--- src/rtl/sseg_word_reader.sv ---
// -----------------------------------------------------------------------------
// sseg_word_reader
//
// Watches a multiplexed 4-digit seven-segment display bus, rebuilds each
// complete scan into a 32-bit frame and decodes it into a 3-bit word code.
// The frame is offered to a consumer through a valid/ready handshake.
//
// Parameters:
//   STABLE_CYCLES  : consecutive identical samples needed to accept a digit
//   TIMEOUT_CYCLES : idle cycles after which a partial frame is discarded
//
// Ports:
//   clk        in   sole clock, rising edge
//   rst        in   asynchronous, active-high reset
//   seg[7:0]   in   segment bus, active-low, seg[0] = dp
//   an[3:0]    in   anode bus, active-low, 4'b1110 = digit 0 (leftmost)
//   digits     out  last complete frame, digit n in bits [8n+7:8n]
//   word       out  decoded word code (0, 1, 7 or 6 for anything else)
//   word_valid out  digits/word hold an unconsumed frame
//   word_ready in   consumer accepts the frame
//   overrun    out  sticky: a frame arrived while the previous one was held
//   an_error   out  sticky: anode bus showed other than exactly one low bit
//   stale      out  sticky: a partial frame timed out
//
// Build option:
//   SSEG_CHANGE_ONLY_EN  when defined, frames decoding to the word already
//                        reported are silently dropped.
// -----------------------------------------------------------------------------
module sseg_word_reader #(
    parameter int unsigned STABLE_CYCLES  = 16,
    parameter int unsigned TIMEOUT_CYCLES = 1048576
) (
    input  logic        clk,
    input  logic        rst,
    input  logic [7:0]  seg,
    input  logic [3:0]  an,
    output logic [31:0] digits,
    output logic [2:0]  word,
    output logic        word_valid,
    input  logic        word_ready,
    output logic        overrun,
    output logic        an_error,
    output logic        stale
);

    localparam int unsigned SCW = $clog2(STABLE_CYCLES + 1);
    localparam int unsigned TCW = $clog2(TIMEOUT_CYCLES + 1);

    typedef enum logic {
        ST_COLLECT,
        ST_HOLD
    } state_t;

    state_t r_state;

    // Two-flop synchronizers
    logic [7:0]     r_seg_s1, r_seg_s2;
    logic [3:0]     r_an_s1, r_an_s2;
    logic [1:0]     r_sync_fill;

    // Stability tracking
    logic [11:0]    r_prev;
    logic [SCW-1:0] r_stab_cnt;

    // Frame assembly
    logic [31:0]    r_buf;
    logic [3:0]     r_seen;
    logic [TCW-1:0] r_to_cnt;

    logic           w_an_ok;
    logic [1:0]     w_idx;
    logic           w_live;
    logic           w_sample_ok;
    logic           w_same;
    logic           w_accept;
    logic [3:0]     w_seen_set;
    logic           w_frame_done;
    logic [31:0]    w_frame;
    logic [2:0]     w_code;
    logic           w_report;

    function automatic logic [2:0] decode_word(input logic [31:0] f);
        logic [2:0] code;
        case (f)
            32'h85030341: code = 3'd0;
            32'h614903F3: code = 3'd1;
            32'hFFFFFFFF: code = 3'd7;
            default:      code = 3'd6;
        endcase
        return code;
    endfunction

    // Exactly one active-low anode selects the digit index.
    always_comb begin
        w_an_ok = 1'b0;
        w_idx   = 2'd0;
        case (r_an_s2)
            4'b1110: begin w_an_ok = 1'b1; w_idx = 2'd0; end
            4'b1101: begin w_an_ok = 1'b1; w_idx = 2'd1; end
            4'b1011: begin w_an_ok = 1'b1; w_idx = 2'd2; end
            4'b0111: begin w_an_ok = 1'b1; w_idx = 2'd3; end
            default: begin w_an_ok = 1'b0; w_idx = 2'd0; end
        endcase
    end

    // The synchronizer's reset contents are not real bus observations, so
    // samples are only used once real data has shifted through both flops.
    assign w_live      = r_sync_fill[1];
    assign w_sample_ok = w_live && w_an_ok;
    assign w_same      = w_sample_ok && ({r_an_s2, r_seg_s2} == r_prev);

    // The counter saturates at STABLE_CYCLES, so this matches on one edge only
    // per run of identical samples.
    assign w_accept     = w_same && (r_stab_cnt == SCW'(STABLE_CYCLES - 1));
    assign w_seen_set   = r_seen | (4'b0001 << w_idx);
    assign w_frame_done = w_accept && (w_seen_set == 4'hF);

    // Frame as it stands after this edge's write, so a completing digit is
    // included in the frame that gets reported.
    always_comb begin
        w_frame = r_buf;
        if (w_accept) begin
            w_frame[{w_idx, 3'b000} +: 8] = r_seg_s2;
        end
    end

    assign w_code = decode_word(w_frame);

`ifdef SSEG_CHANGE_ONLY_EN
    // word holds the last reported code; 7 after reset.
    assign w_report = w_frame_done && (w_code != word);
`else
    assign w_report = w_frame_done;
`endif

    // Synchronizers, digit acceptance, frame buffer and partial-frame timeout
    always_ff @(posedge clk or posedge rst) begin
        if (rst) begin
            r_seg_s1    <= 8'hFF;
            r_seg_s2    <= 8'hFF;
            r_an_s1     <= 4'hF;
            r_an_s2     <= 4'hF;
            r_sync_fill <= '0;
            r_prev      <= '1;
            r_stab_cnt  <= '0;
            r_buf       <= '1;
            r_seen      <= '0;
            r_to_cnt    <= '0;
            an_error    <= 1'b0;
            stale       <= 1'b0;
        end else begin
            r_seg_s1    <= seg;
            r_seg_s2    <= r_seg_s1;
            r_an_s1     <= an;
            r_an_s2     <= r_an_s1;
            r_sync_fill <= {r_sync_fill[0], 1'b1};
            r_prev      <= {r_an_s2, r_seg_s2};

            if (w_live && !w_an_ok) begin
                an_error <= 1'b1;
            end

            if (!w_same) begin
                r_stab_cnt <= '0;
            end else if (r_stab_cnt != SCW'(STABLE_CYCLES)) begin
                r_stab_cnt <= r_stab_cnt + SCW'(1);
            end

            if (w_accept) begin
                r_buf    <= w_frame;
                r_to_cnt <= '0;
                r_seen   <= w_frame_done ? 4'h0 : w_seen_set;
            end else if (r_seen == 4'h0) begin
                r_to_cnt <= '0;
            end else if (r_to_cnt == TCW'(TIMEOUT_CYCLES - 1)) begin
                r_to_cnt <= '0;
                r_seen   <= '0;
                stale    <= 1'b1;
            end else begin
                r_to_cnt <= r_to_cnt + TCW'(1);
            end
        end
    end

    // Output handshake FSM
    always_ff @(posedge clk or posedge rst) begin
        if (rst) begin
            r_state    <= ST_COLLECT;
            digits     <= '1;
            word       <= 3'd7;
            word_valid <= 1'b0;
            overrun    <= 1'b0;
        end else begin
            case (r_state)
                ST_COLLECT: begin
                    if (w_report) begin
                        digits     <= w_frame;
                        word       <= w_code;
                        word_valid <= 1'b1;
                        r_state    <= ST_HOLD;
                    end
                end
                ST_HOLD: begin
                    if (word_ready) begin
                        if (w_report) begin
                            digits     <= w_frame;
                            word       <= w_code;
                            word_valid <= 1'b1;
                        end else begin
                            word_valid <= 1'b0;
                            r_state    <= ST_COLLECT;
                        end
                    end else if (w_report) begin
                        overrun <= 1'b1;
                    end
                end
                default: begin
                    r_state    <= ST_COLLECT;
                    word_valid <= 1'b0;
                end
            endcase
        end
    end

endmodule

--- config.mk ---
export PLATFORM = sky130hd
export DESIGN_NAME = sseg_word_reader
export DESIGN_NICKNAME = d
export VERILOG_FILES = /design/src/rtl/sseg_word_reader.sv
export SDC_FILE = /design/constraint.sdc
export NUM_CORES = 1
export LEC_CHECK = 0
export CAP_MARGIN = 0
export CORE_MARGIN = 5
export CORE_UTILIZATION = 49
export DETAILED_ROUTE_END_ITERATION = 10
export GPL_TIMING_DRIVEN = 0
export PLACE_DENSITY = 0.67
export SLEW_MARGIN = 0
export SYNTH_ARGS = -nofsm -noshare
export SYNTH_HDL_FRONTEND = slang
export SYNTH_SLANG_ARGS = --single-unit
--- constraint.sdc ---
create_clock -name clk -period 6.03 [get_ports clk]
set_input_delay 0.603 -clock clk [delete_from_list [all_inputs] [get_ports clk]]
set_output_delay 0.603 -clock clk [all_outputs]
set_load 0.05 [all_outputs]
==> results of run 1 <==
cells in the mapped netlist, types with 2 or more instances:
cell type	n
mux2_2	13
clkbuf_1	8
nor2_1	64
o22ai_1	2
nand2b_1	3
xnor2_2	2
inv_1	31
nor3_1	5
a31oi_1	3
buf_4	3
or4_1	2
dfrtp_1	37
a21oi_1	27
or3_1	2
o21ai_0	11
nand2_1	36
nor4_1	7
ha_1	11
and2_1	13
a22o_1	4
dfstp_2	102
o31ai_1	2
mux2i_1	24
buf_6	4
nor2b_1	7
xnor2_1	24
nand3_1	22
nand4_1	10
and3_1	18
xor2_1	9
buf_1	4
routing by layer:
layer / vias to the layer above / GRT usage, %
met5: - / 0
met4: 0 / 6.09
met3: 24 / 4.48
met2: 103 / 27.5
met1: 2003 / 24.8
li1: 1926 / -
state kept, by name, summed over array words and instances, names as in the netlist:
name / count
digits: 32
r_buf: 32
r_to_cnt: 21
r_prev: 12
r_seg_s1: 8
r_seg_s2: 8
r_stab_cnt: 5
r_an_s1: 4
r_an_s2: 4
r_seen: 4
r_sync_fill: 2
word: 2
an_error: 1
overrun: 1
r_state: 1
stale: 1
word_valid: 1
final cells by class:
cell class	instances	area, sq um	area share, %
Clock buffer	22	495	6.71
Inverter	31	121	1.64
Timing Repair Buffer	54	558	7.55
Buffer	19	113	1.52
Clock inverter	10	86.3	1.17
Sequential cell	139	3610	48.8
Multi-Input combinational cell	337	2200	29.8
Tap cell	168	210	2.85
through the flow:
stage                     util, %  setup slack (ps)  hold slack (ps)
final                        61.3              1850              354
after global routing         61.3              1490              357
after CTS                    61.3              1850              355
after detailed placement     56.4              1820              347
after global placement       56.2              58.9              335
after floorplan                 -              1870              331
path summary, 6_finish.rpt:
kind                               end  cells past startpoint
setup / recovery               word[0]                     11
hold / removal             r_seg_s2[3]                      0
setup reg to reg               word[0]                     11
hold reg to reg            r_seg_s2[3]                      0
max in group asynchronous    r_buf[29]                      3
min in group asynchronous    r_prev[5]                      2
power breakdown:
| group | internal [mW] | switching, mW | leakage (nW) | total [mW] |
|---|---|---|---|---|
| Clock | 0.622 | 0.382 | 0.288 | 1.00 |
| Sequential | 0.959 | 0.0125 | 1.57 | 0.972 |
| Combinational | 0.0283 | 0.0445 | 1.45 | 0.0728 |
| Total | 1.61 | 0.439 | 3.31 | 2.05 |
kinds of logic (layout without fill, tap and decap cells):
family	Yosys count	after routing	synth area share [%]
and+or+nand+nor	194	194	16.2
DFF	139	139	59.8
AOI/OAI and AO/OA	57	57	5.60
buffers and inverters	50	136	3.79
muxes	39	39	7.01
xor gates and xnor gates	35	35	5.33
adders and majority gates	11	11	2.28
other	1	1	0.0622
critical path, stage by stage (launching register included):
cell	delay [ps]
dfstp_2	600
xor2_1	80
nand3_1	160
clkbuf_1	460
ha_1	390
nor4_1	990
and2_1	230
mux2i_1	110
or4_1	540
nor4_1	200
a32o_1	200
a31o_1	140
==> flow_summary.yaml, run 1 <==
synthesis:
  synth_ff_type: "dfstp_2"
  synth_nets: 552
  postSynthAreaPerCell_sq_um: 11.5
  synth_area_leaders: "dfstp_2 (44%), dfrtp_1 (15%), mux2i_1 (4.0%)"
  synth_enable_flop_cells: 0
  ys_seq_area_share_pct: 59.8
  async_flop_share_pct: 100
  synth_cell_type_count: 47
  synth_area_sq_um: 6030
  syn_inst: 526
  synthDominantCellAreaShare_pct: 44.4
  ys.warnings.count: 0
  yosys.area.top_type: "dfstp_2"
  ys_seq_elements: 139
clock_tree:
  clock_path_buffers: 2
  cts_buffers: 17
  clock-sinks: 139
  cts-resized-gates: 0
  htree_num_levels: 4
  tritoncts: "built"
  postCtsHoldBufs: 0
  clk-insertion-delay-late_ps: 410
  clk_pin_slew_worst_paths_ps: 60
  cts-root-buf: "clkbuf_16"
  cts_setup_buffers: 0
cells_and_area:
  final_cell_area_sq_um: 7390
  final_cell_mix: "dfstp_2 (102), nor2_1 (64), clkdlybuf4s50_1 (53), dfrtp_1 (37), nand2_1 (36)"
  instances_no_fill: 780
  final_net_count: 625
  n_antenna_cell: 0
  area_growth_pct: 22.5
  fill_cells: 975
  layout-drive-gt1-share_pct: 26.6
  layout_commonest_cell: "dfstp_2"
floorplan:
  rows: 40
  start_util_pct: 50.0
  die_h_microns: 121
  die_area_sq_um: 14600
  pin_count: 54
  core-area_sq_um: 12100
  die_x_microns: 121
route:
  first_pass_iters: 4
  drc: 0
  wl_met3_microns: 601
  viasPerCell: 5.20
  post_drt_wl_per_cell_microns: 15.9
  drt-initial-drc-count: 324
  m1WireLength_microns: 5740
  routed-via-count: 4056
  route.top_layer_used: "met4"
  drtAntennaViolNets: 0
  routed_wirelength_microns: 12400
  dr_wl_met2_microns: 5840
setup_path:
  startpoint_type: "flip-flop"
  cp-startpoint: "r_an_s2[3]"
  r2r_slack_ps: 1850
  path_max_fanout: 13
  rr_startpoint: "r_an_s2[3]"
  end_kind: "flip-flop"
  cp_data_required_time_ps: 6390
  worstPathArrival_ps: 4530
  path_class: "flip-flop to flip-flop"
pwr:
  cellPowerDensity_nw_per_um2: 277
  ir_worst_vdd_mv: 0.237
  fin_total_pwr_mw: 2.05
  power.leakage_nw: 3.31
placement:
  placed_area_sq_um: 6810
  port_buffers: 53
  place_congestion: 0.818
  place_hpwl_microns: 8490
  place_inst: 748
run:
  drv_cap: 0
global_routing:
  grt-ovfl-total: 0
  grtUsageTotal_pct: 17.9
  grt_pass1_vias: 4129
  grt_max_degree: 79
  grt_pass1_wl_microns: 20500
  grt_antenna_before_repair: 0
sta:
  finalCritPeriodShare_pct: 69.3
  final-hold-violation-count: 0
  rsz0062_at_grt: "false"
  slew_viol_final: 0
  setup_tns_ps: 0
  worst_pin_slew_ps: 1160
  fmax_ghz: 0.239
  max_slew_margin_pct: 21.7
  fin_worst_skew_ps: 7.57
  setup_viol: 0
  period_needed_ps: 4180
worst_hold_path:
  min_from: "r_seg_s1[3]"
  hold_class: "flip-flop to flip-flop"
outcome:
  status: "finished, final reports clean"
Note: power is estimated with default switching activity, not from simulation.
==> run 2, diff against run 1 <==
--- a/config.mk
+++ b/config.mk
@@ -10,7 +10,7 @@
 export CORE_UTILIZATION = 49
 export DETAILED_ROUTE_END_ITERATION = 10
 export GPL_TIMING_DRIVEN = 0
-export PLACE_DENSITY = 0.67
+export PLACE_DENSITY = 0.69
 export SLEW_MARGIN = 0
 export SYNTH_ARGS = -nofsm -noshare
 export SYNTH_HDL_FRONTEND = slang
==> constraint.sdc (replaced) <==
create_clock -name clk -period 3.7 [get_ports clk]
set_input_delay 0.37 -clock clk [delete_from_list [all_inputs] [get_ports clk]]
set_output_delay 0.37 -clock clk [all_outputs]
set_load 0.05 [all_outputs]
==> flow_summary.yaml, run 2 (same netlist as run 1, synthesis figures left out) <==
outcome:
  status: "finished, final reports clean"
worst_hold_path:
  min_from: "r_seg_s1[3]"
  hold_class: "flip-flop to flip-flop"
  min_to: "r_seg_s2[3]"
  holdPathStages: 0
clock_tree:
  cts_setup_buffers: 0
  clk-insertion-delay-late_ps: 410
  htree_num_levels: 4
  cts_buffers: 17
  clk_pin_slew_worst_paths_ps: 60
  postCtsHoldBufs: 0
  tritoncts: "built"
  clock-sinks: 139
  clock_path_buffers: 2
  cts-root-buf: "clkbuf_16"
sta:
  setup_viol: 0
  slew_viol_final: 0
  fmax_ghz: 0.278
  holdWs_ps: 352
  finalCritPeriodShare_pct: 97.2
  max_slew_margin_pct: 47.0
  rsz0062_at_grt: "true"
  worst_pin_slew_ps: 789
  setup_tns_ps: 0
  period_needed_ps: 3600
  worst_slack_ps: 102
  fin_worst_skew_ps: 8.79
  final-hold-violation-count: 0
floorplan:
  core-area_sq_um: 12100
  rows: 40
  start_util_pct: 50.0
  pin_count: 54
  die_h_microns: 121
  die_area_sq_um: 14600
  die_x_microns: 121
setup_path:
  worstReg2RegEnd: "word[0]"
  path_cells: "xor2_1 > nand3_2 > clkbuf_8 > ha_2 > nor2b_4 > nor2b_1 > clkbuf_4 > and3_1 > mux2i_1 > or4_1 > nor4_2 > a32o_1 > a31o_1"
  cp-startpoint: "r_an_s2[3]"
  path_max_fanout: 13
  path_class: "flip-flop to flip-flop"
  worstRegToRegCells: 13
  end_kind: "flip-flop"
  cp_data_required_time_ps: 4060
  rr_startpoint: "r_an_s2[3]"
  worstPathArrival_ps: 3950
  cpMaxStageDelayCell: "dfstp_2"
  slowest_delay_ps: 600
  r2r_slack_ps: 100
  startpoint_type: "flip-flop"
placement:
  preCtsSetupSlack_ps: -413
  placed_area_sq_um: 6840
  place_congestion: 0.842
  port_buffers: 53
  place_inst: 750
  place_hpwl_microns: 8530
cells_and_area:
  area_growth_pct: 24.9
  layout_commonest_cell: "dfstp_2"
  final_net_count: 627
  reg.largest.list: "digits x32, r_buf x32, r_to_cnt x21"
  layout-drive-gt1-share_pct: 28.7
  n_antenna_cell: 0
  final_cell_area_sq_um: 7530
  utilization_pct: 62.5
  instances_no_fill: 782
  final_cell_mix: "dfstp_2 (102), nor2_1 (64), clkdlybuf4s50_1 (53), dfrtp_1 (37), nand2_1 (36)"
pwr:
  cellPowerDensity_nw_per_um2: 467
  fin_total_pwr_mw: 3.52
  power.leakage_nw: 3.37
  ir_worst_vdd_mv: 0.327
route:
  viasPerCell: 5.14
  drtAntennaViolNets: 0
  first_pass_iters: 5
  drt-initial-drc-count: 282
  routed_wirelength_microns: 12200
  post_drt_wl_per_cell_microns: 15.6
  routed-via-count: 4021
  drc: 0
global_routing:
  grt-ovfl-total: 0
  grt_pass1_wl_microns: 20600
  grt_max_degree: 48
  grt_antenna_before_repair: 0
  grt_pass1_vias: 4083
  grtUsageTotal_pct: 18.2
run:
  drv_cap: 0
==> run 2: cell type report <==
class / instances / area [sq um]
inverters: 31 / 120
clock buffers: 21 / 472
multi-input cells: 337 / 2240
fillers: 959 / 4530
plain buffers: 19 / 131
flip-flops and latches: 139 / 3610
well taps: 168 / 210
repair buffers: 56 / 591
clock inverters: 11 / 165
==> run 2: per-layer routing <==
layer	GRT usage [%]	vias to the layer above	routed length, microns
met3	4.94	10	589
li1	-	1932	-
met4	6.66	0	129
met2	27.3	99	5830
met5	0	-	0
met1	25.3	1980	5670
==> run 2: critical path: cells and delay by family (launching register included) <==
| kind | cells | cell delay (ps) |
|---|---|---|
| AND/OR/NAND/NOR | 6 | 1430 |
| flip-flops | 1 | 600 |
| buffers and inverters | 2 | 430 |
| adder cells (fa/ha/maj) | 1 | 410 |
| AO/OA/AOI/OAI | 2 | 340 |
| XOR/XNOR | 1 | 190 |
| multiplexers | 1 | 150 |
==> run 2: how the worst max path moves through the flow <==
stage,depth (start not counted),end,slack [ps]
after floorplan,13,word[0],390
after global placement,11,word[0],-440
after detailed placement,11,word[0],-410
after CTS,13,word[0],60
after global routing,11,word[0],-80
final,13,word[0],100
==> run 2: repair_timing <==
action | 4_1_cts | 5_1_grt
resized for setup | 10 | 10
endpoints found under the setup margin | 23 | 21
cloned | 0 | 0
==> run 2: power by group <==
group / internal (mW) / switching, mW
sequential: 1.56 / 0.0200
combinational: 0.0529 / 0.0769
clock: 1.18 / 0.620
==> run 3, diff against run 2 <==
--- a/config.mk
+++ b/config.mk
@@ -6,11 +6,10 @@
 export NUM_CORES = 1
 export LEC_CHECK = 0
 export CAP_MARGIN = 0
-export CORE_MARGIN = 5
 export CORE_UTILIZATION = 49
 export DETAILED_ROUTE_END_ITERATION = 10
 export GPL_TIMING_DRIVEN = 0
-export PLACE_DENSITY = 0.69
+export PLACE_DENSITY = 0.67
 export SLEW_MARGIN = 0
 export SYNTH_ARGS = -nofsm -noshare
 export SYNTH_HDL_FRONTEND = slang
==> constraint.sdc (replaced) <==
create_clock -name clk -period 3.4 [get_ports clk]
set_input_delay 0.34 -clock clk [delete_from_list [all_inputs] [get_ports clk]]
set_output_delay 0.34 -clock clk [all_outputs]
set_load 0.05 [all_outputs]
==> flow_summary.yaml, run 3 (same netlist as run 1, synthesis figures left out) <==
outcome:
  status: "finished, final reports clean"
cells_and_area:
  final_net_count: 644
  final_cell_mix: "dfstp_2 (102), nor2_1 (63), clkdlybuf4s50_1 (53), dfrtp_1 (37), nand2_1 (35)"
  reg.largest.list: "digits x32, r_buf x32, r_to_cnt x21"
  regArea_sq_um: 3610
  n_antenna_cell: 0
  layout-drive-gt1-share_pct: 33.3
  layout_commonest_cell: "dfstp_2"
  multi_input_area_sq_um: 2360
  final_cell_area_sq_um: 7780
  area_growth_pct: 28.9
  fill_cells: 909
sta:
  setup_tns_ps: 0
  worst_pin_slew_ps: 690
  final-hold-violation-count: 0
  finalCritPeriodShare_pct: 97.5
  fin_worst_skew_ps: 6.83
  setup_viol: 0
  period_needed_ps: 3320
  slew_viol_final: 0
  max_slew_margin_pct: 53.7
  rsz0062_at_grt: "true"
  fmax_ghz: 0.302
clock_tree:
  clk-insertion-delay-late_ps: 420
  clk_pin_slew_worst_paths_ps: 60
  postCtsHoldBufs: 0
  cts_buffers: 17
  cts-root-buf: "clkbuf_16"
  htree_num_levels: 4
  clock-sinks: 139
  clock_path_buffers: 2
  tritoncts: "built"
setup_path:
  cp_data_required_time_ps: 3770
  path_class: "flip-flop to flip-flop"
  path_max_fanout: 10
  startpoint_type: "flip-flop"
  end_kind: "flip-flop"
  worstPathArrival_ps: 3680
route:
  drc: 0
  first_pass_iters: 4
  routed_wirelength_microns: 12100
  drtAntennaViolNets: 0
  post_drt_wl_per_cell_microns: 15.5
  drt-initial-drc-count: 240
  viasPerCell: 5.24
  routed-via-count: 4073
pwr:
  power.leakage_nw: 3.47
  intPower_mw: 3.04
  switching_share_pct: 20.6
  power_switching_mw: 0.789
  cellPowerDensity_nw_per_um2: 492
  p_seq_share_pct: 45.0
  clockPowerShare_pct: 50.8
  combPwrFrac_pct: 4.2
  ir_worst_vdd_mv: 0.397
placement:
  place_hpwl_microns: 8220
  place_congestion: 0.819
  port_buffers: 53
  placed_area_sq_um: 6810
floorplan:
  rows: 40
  die_area_sq_um: 12800
  core-area_sq_um: 12000
  start_util_pct: 50.2
  die_h_microns: 113
  pin_count: 54
  die_x_microns: 113
worst_hold_path:
  hold_class: "input port to flip-flop"
run:
  drv_cap: 0
global_routing:
  grtUsageTotal_pct: 20.7
  grt_pass1_vias: 3996
  grt-ovfl-total: 0
  grt_pass1_wl_microns: 20000
  grt_antenna_before_repair: 0
  grt_max_degree: 48
-- run 3: cell count changes in the layout (fill, tap and decap cells not counted), moves of 2 or more --
cell,previous run,this run
buf_4,3,20
bufinv_16,4,2
clkbuf_1,6,4
clkbuf_16,18,20
mux2i_1,24,21
mux2i_4,1,4
nor2b_1,6,4
nor4_4,2,4
-- run 3: power groups by stage --
stage	clock network, mW	registers, mW	logic, mW
after floorplan	0	1.74	0.0814
after global placement	0	1.75	0.124
after detailed placement	0	1.75	0.134
after CTS	1.99	1.72	0.147
after global routing	2.06	1.73	0.177
final	1.95	1.72	0.159
-- run 3: layout make-up --
class	count	share of cell area (%)
Sequential cell	139	46.4
Multi-Input combinational cell	337	30.3
Timing Repair Buffer	73	9.24
Clock buffer	24	7.02
Tap cell	147	2.37
Buffer	19	1.82
Inverter	31	1.59
Clock inverter	8	1.29
-- run 3: final timing paths --
path | start | endpoint | slack (ps) | cells after the start
setup / recovery | r_an_s2[2] | word[0] | 80 | 12
hold / removal | an[2] | r_an_s1[2] | 320 | 1
setup reg to reg | r_an_s2[2] | word[0] | 80 | 12
hold reg to reg | r_seg_s1[5] | r_seg_s2[5] | 350 | 0
max in group asynchronous | rst | r_seg_s2[0] | 2330 | 3
min in group asynchronous | rst | r_to_cnt[11] | 370 | 2
-- run 3: worst max-delay path, stage by stage, from the launching register on --
cell and delay, ps:
dfstp_2 610, xor2_1 180, nand3_2 220, ha_4 360, nor2b_4 160, nor2b_4 160
buf_6 140, and3_1 210, mux2i_4 110, or4_4 550, nor4_4 220, a32o_1 190
a31o_1 150
-- run 3: per-stage QoR --
stage / power (mW) / utilization (%) / instances / worst slack (ps) / hold slack [ps]
after floorplan: 1.82 / - / 526 / 91.0 / 331
after global placement: 1.87 / 56.2 / 726 / -778 / 338
after detailed placement: 1.88 / 56.7 / 729 / -809 / 338
after CTS: 3.86 / 62.9 / 765 / -1.47 / 299
after global routing: 3.97 / 64.7 / 778 / -52.2 / 299
final: 3.83 / 64.7 / 778 / 83.6 / 320
-- run 3: routing by layer --
metal	routed length, microns	global-route usage (%)
met5	0	0
met2	5620	30.9
met3	520	6.37
met4	163	7.37
met1	5750	28.7
-- run 3: repair_timing --
item / CTS / global route
setup buffers: 4 / 13
pin swaps: 3 / 8
endpoints found under the setup margin: 34 / 34
resized for setup: 19 / 27
cloned: 0 / 0
